--- src/rtl/seq_fsm_pkg.sv ---
// Shared types and constants for the seq_fsm sequencer.
package seq_fsm_pkg;

    localparam int SEQ_W = 4;

    typedef enum logic [SEQ_W-1:0] {
        S0  = 4'd0,
        S1  = 4'd1,
        S2  = 4'd2,
        S3  = 4'd3,
        S4  = 4'd4,
        S5  = 4'd5,
        S6  = 4'd6,
        S7  = 4'd7,
        S8  = 4'd8,
        S9  = 4'd9,
        S10 = 4'd10,
        S11 = 4'd11,
        S12 = 4'd12,
        S13 = 4'd13,
        S14 = 4'd14,
        S15 = 4'd15
    } state_t;

    localparam state_t FIRST_STATE = S0;
    localparam state_t LAST_STATE  = S15;

endpackage

--- src/rtl/seq_fsm_if.sv ---
// Control/status bundle between a sequence consumer and seq_fsm.
// The tc signal exists only when SEQ_FSM_TC_EN is defined.
interface seq_fsm_if;
    import seq_fsm_pkg::*;

    logic             ce;
    logic             load;
    logic             up;
    logic [SEQ_W-1:0] data;
    logic [SEQ_W-1:0] seq;
`ifdef SEQ_FSM_TC_EN
    logic             tc;

    modport master (output ce, load, up, data, input seq, tc);
    modport slave  (input ce, load, up, data, output seq, tc);
`else
    modport master (output ce, load, up, data, input seq);
    modport slave  (input ce, load, up, data, output seq);
`endif

endinterface

--- src/rtl/seq_fsm.sv ---
// 16-state up/down sequencer with synchronous load; seq is the state index.
// Optional terminal-count output enabled by defining SEQ_FSM_TC_EN.
module seq_fsm
    import seq_fsm_pkg::*;
#(
    parameter logic [3:0] RST_STATE = 4'd0
) (
    input  logic      clk,
    input  logic      rst,
    seq_fsm_if.slave  bus
);

    localparam state_t RST_ST = state_t'(RST_STATE);

    state_t state;

    function automatic state_t succ_fwd(input state_t s);
        state_t n;
        case (s)
            S0:      n = S1;
            S1:      n = S2;
            S2:      n = S3;
            S3:      n = S4;
            S4:      n = S5;
            S5:      n = S6;
            S6:      n = S7;
            S7:      n = S8;
            S8:      n = S9;
            S9:      n = S10;
            S10:     n = S11;
            S11:     n = S12;
            S12:     n = S13;
            S13:     n = S14;
            S14:     n = S15;
            S15:     n = S0;
            default: n = FIRST_STATE;
        endcase
        return n;
    endfunction

    function automatic state_t succ_bwd(input state_t s);
        state_t n;
        case (s)
            S0:      n = S15;
            S1:      n = S0;
            S2:      n = S1;
            S3:      n = S2;
            S4:      n = S3;
            S5:      n = S4;
            S6:      n = S5;
            S7:      n = S6;
            S8:      n = S7;
            S9:      n = S8;
            S10:     n = S9;
            S11:     n = S10;
            S12:     n = S11;
            S13:     n = S12;
            S14:     n = S13;
            S15:     n = S14;
            default: n = LAST_STATE;
        endcase
        return n;
    endfunction

    // Priority: reset, then load (ignores ce/up), then enabled step, else hold.
    always_ff @(posedge clk) begin
        if (rst) begin
            state <= RST_ST;
        end else if (bus.load) begin
            state <= state_t'(bus.data);
        end else if (bus.ce) begin
            state <= bus.up ? succ_fwd(state) : succ_bwd(state);
        end
    end

    assign bus.seq = state;

`ifdef SEQ_FSM_TC_EN
    // High when the coming edge wraps; forced low while reset is asserted.
    assign bus.tc = ~rst & bus.ce & ~bus.load &
                    ((bus.up & (state == LAST_STATE)) | (~bus.up & (state == FIRST_STATE)));
`endif

endmodule

--- src/flat_wrapper.sv ---
// flat-port wrapper written by rule: the top's interface ports become plain ports
module seq_fsm_flat import seq_fsm_pkg::*;
#(
    parameter logic [3:0] RST_STATE = 4'd0
)
  (clk, rst, bus_ce, bus_load, bus_up, bus_data, bus_seq);
  seq_fsm_if bus_i ();
  input  logic clk;
  input  logic rst;
  input wire logic [$bits(bus_i.ce)-1:0] bus_ce;
  input wire logic [$bits(bus_i.load)-1:0] bus_load;
  input wire logic [$bits(bus_i.up)-1:0] bus_up;
  input wire logic [$bits(bus_i.data)-1:0] bus_data;
  output wire logic [$bits(bus_i.seq)-1:0] bus_seq;
  assign bus_i.ce = bus_ce;
  assign bus_i.load = bus_load;
  assign bus_i.up = bus_up;
  assign bus_i.data = bus_data;
  assign bus_seq = bus_i.seq;
  seq_fsm #(.RST_STATE(RST_STATE)) u_core (.clk(clk), .rst(rst), .bus(bus_i));
endmodule
--- config.mk ---
export PLATFORM = sky130hd
export DESIGN_NAME = seq_fsm_flat
export DESIGN_NICKNAME = d
export VERILOG_FILES = /design/src/rtl/seq_fsm_pkg.sv /design/src/rtl/seq_fsm_if.sv /design/src/rtl/seq_fsm.sv /design/src/flat_wrapper.sv
export SDC_FILE = /design/constraint.sdc
export NUM_CORES = 1
export LEC_CHECK = 0
export CAP_MARGIN = 20
export CORE_AREA = 8 8 45 47
export CTS_BUF_LIST = sky130_fd_sc_hd__clkbuf_4
export CTS_CLUSTER_SIZE = 28
export DETAILED_ROUTE_END_ITERATION = 12
export DIE_AREA = 0 0 53 55
export GPL_TIMING_DRIVEN = 0
export PLACE_DENSITY = 0.67
export SLEW_MARGIN = 20
export SYNTH_ARGS = -nofsm -noshare
export SYNTH_HDL_FRONTEND = slang
export SYNTH_SLANG_ARGS = --single-unit
--- constraint.sdc ---
create_clock -name clk -period 1.94 [get_ports clk]
set_input_delay 0.194 -clock clk [delete_from_list [all_inputs] [get_ports clk]]
set_output_delay 0.194 -clock clk [all_outputs]
set_load 0.005 [all_outputs]
==> metrics.json, run 1 <==
{
  "run_status": "complete, no violations",
  "grt.total_usage": 0.0821,
  "met3_track_utilization_from_global_routing": 0.0187,
  "vias": 423,
  "residual_overflow_from_global_routing": 0,
  "drive_gt1_frac": 0.129,
  "initial_core_utilization": 0.386,
  "core.rowCount": 14,
  "end_kind": "flip-flop",
  "cts_tree": "built",
  "detailedPlacementHpwl_um": 786,
  "count_of_buffers_from_port_buffering": 11,
  "numPlacedInstances": 82,
  "unrepaired_setup_endpoints_after_global_routing": "no",
  "drv_cap": 0,
  "cp_top_family": "buffers and inverters",
  "postSynthCellCount": 55,
  "final_cell_mix": "11 x sky130_fd_sc_hd__dfxtp_1, 11 x sky130_fd_sc_hd__clkdlybuf4s50_1, 6 x sky130_fd_sc_hd__nor2_1, 5 x sky130_fd_sc_hd__inv_1",
  "placement.cell_area_um2": 664,
  "power_density_nw_per_um2": 761,
  "instances_no_fill": 86,
  "fp.dieArea_um2": 2920,
  "via_per_inst": 4.92,
  "crit_slowest_cell": "sky130_fd_sc_hd__clkdlybuf4s50_1",
  "dieHeight_um": 55,
  "synth_top_cell_area_share": 0.412,
  "postLayoutSetupSlackWorst_ns": 0.154,
  "critPathBufInv": 1,
  "clock_root_buffer": "sky130_fd_sc_hd__clkbuf_4",
  "worstPathCellList": "clkdlybuf4s50_1, mux2i_1, a211oi_1, a21oi_1, or2_2, ha_1, and3_1, mux2i_1",
  "detail-route-antenna-nets": 0,
  "use_met2": 0.123,
  "worst_setup_path_start_kind": "primary input",
  "setup-tns-final_ns": 0,
  "layout.core_utilization": 0.503,
  "timing.fmax_mhz": 560,
  "use_met1": 0.0809,
  "cts_buffer_depth": 2,
  "number_of_buffers_created_by_cts": 3,
  "yosys-top-cells-area": "sky130_fd_sc_hd__dfxtp_1 41%, sky130_fd_sc_hd__ha_1 9.4%, sky130_fd_sc_hd__mux2i_1 5.6%",
  "synthDominantAreaCellType": "sky130_fd_sc_hd__dfxtp_1",
  "drt-pass1-iter-count": 4,
  "postSynthRegisterBits": 11,
  "globalplace.congestion": 0.689,
  "syn_avg_cell_area_um2": 9.71,
  "tightest_slew_ns": 0.398,
  "power_frac_seq": 0.488,
  "fin_nets": 84,
  "antennaDiodeCount": 0,
  "power.internal_w": 0.000403,
  "ir_worst_vdd_v": 0.000320,
  "timing.critical_path.slowest_cell_delay_ns": 0.56,
  "grt_pass1_vias": 423,
  "synth_sequential_area_ratio": 0.412,
  "number_of_drc_markers_after_the_initial_detailed_route_iteration": 3,
  "syn-num-nets": 68,
  "clkTransAtPathRegs_ns": 0.07,
  "comb_power_share": 0.199,
  "critPathMostFrequentCell": "sky130_fd_sc_hd__mux2i_1",
  "source_to_sink_clock_delay_at_the_later_pin_of_the_worst_skew_pair_ns": 0.26,
  "hold_violations": 0,
  "tritoncts_num_sinks": 11,
  "areaGrowthSynthToFinish_pct": 30.2,
  "grt_start_max_net_pins": 11,
  "finalWirelength_um": 997,
  "period_needed_ns": 1.79,
  "cts-htree-levels": 1,
  "place_worst_setup_slack_ns": -0.164,
  "worst-path-max-fanout": 3,
  "grt_first_pass_wirelength_um": 1700,
  "worst-endpoint-arrival_ns": 1.98,
  "fp.dieW_um": 53,
  "grt_most_used_layer": "met2",
  "total_switching_power_w": 0.000126,
  "ios": 13,
  "drc": 0,
  "period_utilization_post_route": 0.920,
  "worst_slew_margin_rel": 0.735,
  "routedWlPerCell_um": 11.6,
  "cts_hold_repair.buffers": 0,
  "post_synth_num_cell_types": 24,
  "post_synth_instance_area_um2": 534,
  "rrSetupSlack_ns": 0.37,
  "grt_antenna_before_repair": 0,
  "swShare": 0.238,
  "leak_pwr_nw": 0.314,
  "crit_required_ns": 2.13,
  "coreArea_um2": 1380,
  "fin_skew_ns": 0.00155,
  "pwr-share-clk": 0.314,
  "slew_violations": 0,
  "critPathKind": "in2reg",
  "postLayoutCellArea_um2": 696,
  "hp-class": "in2reg",
  "finalSetupViolations": 0,
  "synth.yosys.warnings": 0
}
synthesized netlist by cell type:
cell,n
sky130_fd_sc_hd__dfxtp_1,11
sky130_fd_sc_hd__inv_1,5
sky130_fd_sc_hd__nand2b_1,1
sky130_fd_sc_hd__or4b_1,1
sky130_fd_sc_hd__a211o_1,3
sky130_fd_sc_hd__o211ai_2,1
sky130_fd_sc_hd__nand2_1,2
sky130_fd_sc_hd__a211oi_1,2
sky130_fd_sc_hd__nand3b_1,1
sky130_fd_sc_hd__nor2b_1,2
sky130_fd_sc_hd__o21a_1,1
sky130_fd_sc_hd__ha_1,4
sky130_fd_sc_hd__a221oi_1,1
sky130_fd_sc_hd__nor2_1,6
sky130_fd_sc_hd__or3b_1,1
sky130_fd_sc_hd__a32o_1,1
sky130_fd_sc_hd__clkbuf_1,2
sky130_fd_sc_hd__buf_6,1
sky130_fd_sc_hd__a21oi_1,2
sky130_fd_sc_hd__mux2i_1,3
sky130_fd_sc_hd__mux2_2,1
sky130_fd_sc_hd__or2_2,1
sky130_fd_sc_hd__and3_1,1
sky130_fd_sc_hd__nor3b_1,1
tightest hold or removal path, delay by kind of cell:
family	cells	cell delay (ns)
AO/OA/AOI/OAI	1	0.15
AND/OR/NAND/NOR	1	0.12
buffers and inverters	1	0.10
power by group through the flow:
| stage | clock network (W) | logic [W] | registers [W] |
|---|---|---|---|
| global route | 0.000180 | 0.000118 | 0.000261 |
| floorplan | 0 | 0.0000627 | 0.000263 |
| CTS | 0.000173 | 0.000106 | 0.000258 |
| global placement | 0 | 0.000106 | 0.000263 |
| detailed placement | 0 | 0.000106 | 0.000264 |
| finish | 0.000166 | 0.000105 | 0.000258 |
metrics by stage:
step,hold slack (ns),total power [W]
floorplan,0.266,0.000326
global placement,0.679,0.000369
detailed placement,0.671,0.000369
CTS,0.387,0.000538
global route,0.423,0.000559
finish,0.387,0.000529
path summary, 6_finish.rpt:
path | startpoint | end | cells after the start
worst max-delay path | bus_up | flip-flop | 8
worst min-delay path | bus_ce | u_core.bus.seq[2]$_SDFFE_PP0N_ | 3
worst max register to register | flip-flop | flip-flop | 7
worst min register to register | u_core.bus.seq[2]$_SDFFE_PP0N_ | u_core.bus.seq[2]$_SDFFE_PP0N_ | 2
what timing repair did:
action	4_1_cts	5_1_grt
setup buffers	0	0
setup endpoints to repair	0	2
resized for setup	0	2
layout make-up:
type                            count  area (um^2)
Sequential cell                    11          220
Buffer                              3         20.0
Clock buffer                        4         30.0
Multi-Input combinational cell     36          277
Timing Repair Buffer               11          110
Inverter                            5         18.8
Fill cell                         150          688
Tap cell                           16         20.0
routing by layer:
metal,vias up,part of all wire
met1,186,0.43
met2,13,0.44
met5,-,0
met3,2,0.088
met4,0,0.036
li1,222,-
kinds of logic (layout without fill, tap and decap cells):
logic type / count (synthesis) / after routing / synth area share
AOI/OAI and AO/OA: 11 / 11 / 0.169
DFF: 11 / 11 / 0.412
adders and majority gates: 4 / 4 / 0.0937
muxes: 4 / 4 / 0.0773
and+or+nand+nor: 17 / 17 / 0.178
buffers and inverters: 8 / 23 / 0.0703
Power figures use the tool's default switching activity.
==> run 2: changes to the inputs <==
--- a/config.mk
+++ b/config.mk
@@ -11,7 +11,6 @@
 export CTS_CLUSTER_SIZE = 28
 export DETAILED_ROUTE_END_ITERATION = 12
 export DIE_AREA = 0 0 53 55
-export GPL_TIMING_DRIVEN = 0
 export PLACE_DENSITY = 0.67
 export SLEW_MARGIN = 20
 export SYNTH_ARGS = -nofsm -noshare
==> run 2 against run 1 <==
  * Critical path depth stayed put
  * Global-route usage grew 1.3 points
  * Combinational power up 16%
  * Sequential cell count unchanged
  * Clock skew increased by 0.0019 ns
  * Wire length increased by 16%
  * Core utilization is 4.2 points higher
  * Maximum frequency grew 2.3%
  * Largest cell class unchanged
==> metrics.json, run 2 (same netlist as run 1, synthesis figures left out) <==
{
  "run_status": "complete, no violations",
  "coreArea": {"value": 1380, "unit": "um^2", "change": "unchanged"},
  "end_kind": "flip-flop",
  "fp.dieW": {"value": 53, "unit": "um", "change": "unchanged"},
  "residual_overflow_from_global_routing": {"value": 0, "change": "unchanged"},
  "crit_slowest_cell": "sky130_fd_sc_hd__clkdlybuf4s50_1",
  "drv_cap": {"value": 0, "change": "unchanged"},
  "detail-route-antenna-nets": {"value": 0, "change": "unchanged"},
  "cts_buffer_depth": {"value": 2, "change": "unchanged"},
  "design_power_total": {"value": 0.000550, "unit": "W", "change": "+3.8%"},
  "drt-pass1-iter-count": {"value": 2, "change": "-2"},
  "via_per_inst": {"value": 5.01, "change": "+1.9%"},
  "postCtsSetupBuffers": {"value": 0, "change": "unchanged"},
  "worst-path-max-fanout": {"value": 3, "change": "unchanged"},
  "fin_nets": {"value": 91, "change": "+8.3%"},
  "worst-endpoint-arrival": {"value": 1.95, "unit": "ns", "change": "-0.03 ns"},
  "vias": {"value": 466, "change": "+10%"},
  "fillerInstances": {"value": 137, "change": "-8.7%"},
  "worst_slew_margin_rel": {"value": 0.729, "change": "-0.00609"},
  "detailedPlacementHpwl": {"value": 957, "unit": "um", "change": "+22%"},
  "number_of_drc_markers_after_the_initial_detailed_route_iteration": {"value": 3, "change": "unchanged"},
  "ios": {"value": 13, "change": "unchanged"},
  "power_density": {"value": 730, "unit": "nW/um^2", "change": "-4.1%"},
  "grt_pass1_vias": {"value": 496, "change": "+17%"},
  "grt.total_usage": {"value": 0.0947, "change": "+0.0126"},
  "crit_required": {"value": 2.14, "unit": "ns", "change": "about the same"},
  "finalSetupViolations": {"value": 0, "change": "unchanged"},
  "met3WireLength": {"value": 70, "unit": "um", "change": "-20%"},
  "ir_worst_vdd": {"value": 0.000417, "unit": "V", "change": "+30%"},
  "fp.dieArea": {"value": 2920, "unit": "um^2", "change": "unchanged"},
  "finalWirelength": {"value": 1160, "unit": "um", "change": "+16%"},
  "met2_layer_wire_length_in_the_routed_design": {"value": 535, "unit": "um", "change": "+22%"},
  "timing.fmax": {"value": 573, "unit": "MHz", "change": "+2.3%"},
  "count_of_buffers_from_port_buffering": {"value": 12, "change": "+1"},
  "leak_pwr": {"value": 0.351, "unit": "nW", "change": "+12%"},
  "timing.critical_path.slowest_cell_delay": {"value": 0.54, "unit": "ns", "change": "-0.02 ns"},
  "slew_violations": {"value": 0, "change": "unchanged"},
  "cts-htree-levels": {"value": 1, "change": "unchanged"},
  "period_utilization_post_route": {"value": 0.900, "change": "-0.0206"},
  "hp-class": "in2reg",
  "postLayoutSetupSlackWorst": {"value": 0.195, "unit": "ns", "change": "+0.0400 ns"},
  "dieHeight": {"value": 55, "unit": "um", "change": "unchanged"},
  "critPathKind": "in2reg",
  "cts_hold_repair.buffers": {"value": 0, "change": "unchanged"},
  "period_needed": {"value": 1.75, "unit": "ns", "change": "-0.0400 ns"},
  "worstPathCellList": "clkdlybuf4s50_1, mux2i_1, a211oi_1, a21oi_1, or2_2, ha_1, and3_1, mux2i_1",
  "clock_root_buffer": "sky130_fd_sc_hd__clkbuf_4",
  "tightest_slew": {"value": 0.407, "unit": "ns", "change": "+0.00914 ns"},
  "number_of_buffers_created_by_cts": {"value": 3, "change": "unchanged"},
  "globalplace.congestion": {"value": 0.753, "change": "+9.3%"},
  "grt_start_max_net_pins": {"value": 10, "change": "-1"},
  "hold_violations": {"value": 0, "change": "unchanged"},
  "initial_core_utilization": {"value": 0.386, "change": "unchanged"},
  "place_worst_setup_slack": {"value": -0.106, "unit": "ns", "change": "+0.0577 ns"},
  "instances_no_fill": {"value": 93, "change": "+8.1%"},
  "routedWlPerCell": {"value": 12.4, "unit": "um", "change": "+7.1%"},
  "critPathMostFrequentCell": "sky130_fd_sc_hd__mux2i_1",
  "uppermost_signal_routing_layer_after_detailed_routing": "met4",
  "tritoncts_num_sinks": {"value": 11, "change": "unchanged"},
  "cts_tree": "built",
  "count_of_cells_resized_by_post_cts_repair": {"value": 0, "change": "unchanged"},
  "worst_setup_path_start_kind": "primary input",
  "hold-worst-slack": {"value": 0.582, "unit": "ns", "change": "+0.195 ns"},
  "clkTransAtPathRegs": {"value": 0.07, "unit": "ns", "change": "about the same"},
  "fin_skew": {"value": 0.00341, "unit": "ns", "change": "+0.00186 ns"},
  "wirelength_met1": {"value": 519, "unit": "um", "change": "+20%"},
  "drc": {"value": 0, "change": "unchanged"},
  "areaGrowthSynthToFinish_pct": 41.0,
  "grt_first_pass_wirelength": {"value": 2040, "unit": "um", "change": "+20%"},
  "grt_antenna_before_repair": {"value": 0, "change": "unchanged"},
  "source_to_sink_clock_delay_at_the_later_pin_of_the_worst_skew_pair": {"value": 0.27, "unit": "ns", "change": "about the same"},
  "drive_gt1_frac": {"value": 0.208, "change": "+0.0792"},
  "final_cell_mix": "12 x sky130_fd_sc_hd__clkdlybuf4s50_1, 11 x sky130_fd_sc_hd__dfxtp_1, 9 x sky130_fd_sc_hd__buf_4, 6 x sky130_fd_sc_hd__nor2_1, 5 x sky130_fd_sc_hd__inv_1",
  "most_common_library_cell_in_the_layout_ignoring_fill_and_taps": "sky130_fd_sc_hd__clkdlybuf4s50_1",
  "unrepaired_setup_endpoints_after_global_routing": "no",
  "layout.core_utilization": {"value": 0.544, "change": "+0.0416"},
  "antennaDiodeCount": {"value": 0, "change": "unchanged"},
  "numPlacedInstances": {"value": 89, "change": "+8.5%"},
  "core.rowCount": {"value": 14, "change": "unchanged"}
}
run 2: changes by cell type in the layout (fill, tap and decap cells not counted):
cell / delta
sky130_fd_sc_hd__clkbuf_1: -1
sky130_fd_sc_hd__buf_4: +9
sky130_fd_sc_hd__clkdlybuf4s50_1: +1
sky130_fd_sc_hd__clkbuf_2: -1
sky130_fd_sc_hd__buf_6: -1
run 2: through the flow:
step | area [um^2] | setup TNS [ns]
floorplan | 534 | 0
global placement | 723 | -0.0882
detailed placement | 723 | -0.198
CTS | 753 | 0
global route | 753 | 0
finish | 753 | 0
run 2: per-layer routing:
layer  up-vias  GRT usage
met5         -          0
met4         0     0.0905
met3         3     0.0267
met2        12      0.152
met1       215     0.0979
li1        236          -
run 2: final timing paths:
check / cells after the start / slack [ns] / to / startpoint
max: 8 / 0.19 / flip-flop / bus_up
min: 3 / 0.58 / flip-flop / bus_data[0]
max reg2reg: 7 / 0.38 / flip-flop / flip-flop
min reg2reg: 2 / 0.71 / u_core.bus.seq[2]$_SDFFE_PP0N_ / u_core.bus.seq[2]$_SDFFE_PP0N_
run 2: cell type report:
type / instances / area (um^2) / share of cell area
clock buffer: 4 / 30.0 / 0.0399
inverter: 5 / 18.8 / 0.0249
multi-input combinational: 36 / 277 / 0.367
sequential: 11 / 220 / 0.292
tap: 16 / 20.0 / 0.0266
timing repair buffer: 21 / 188 / 0.249
run 2: report_power, final:
| part | leakage (nW) | internal [W] | switching (W) |
|---|---|---|---|
| sequential | 0.0919 | 0.000251 | 0.00000750 |
| clock | 0.0184 | 0.0000937 | 0.0000752 |
| combinational | 0.240 | 0.0000720 | 0.0000502 |
| total | 0.351 | 0.000417 | 0.000133 |
run 2: worst max-delay path: cells and delay by family:
kind            cells  cell delay [ns]
buf+inv             1             0.54
fa+ha+maj           1             0.20
compound gates      2             0.32
simple gates        2             0.46
mux                 2             0.22
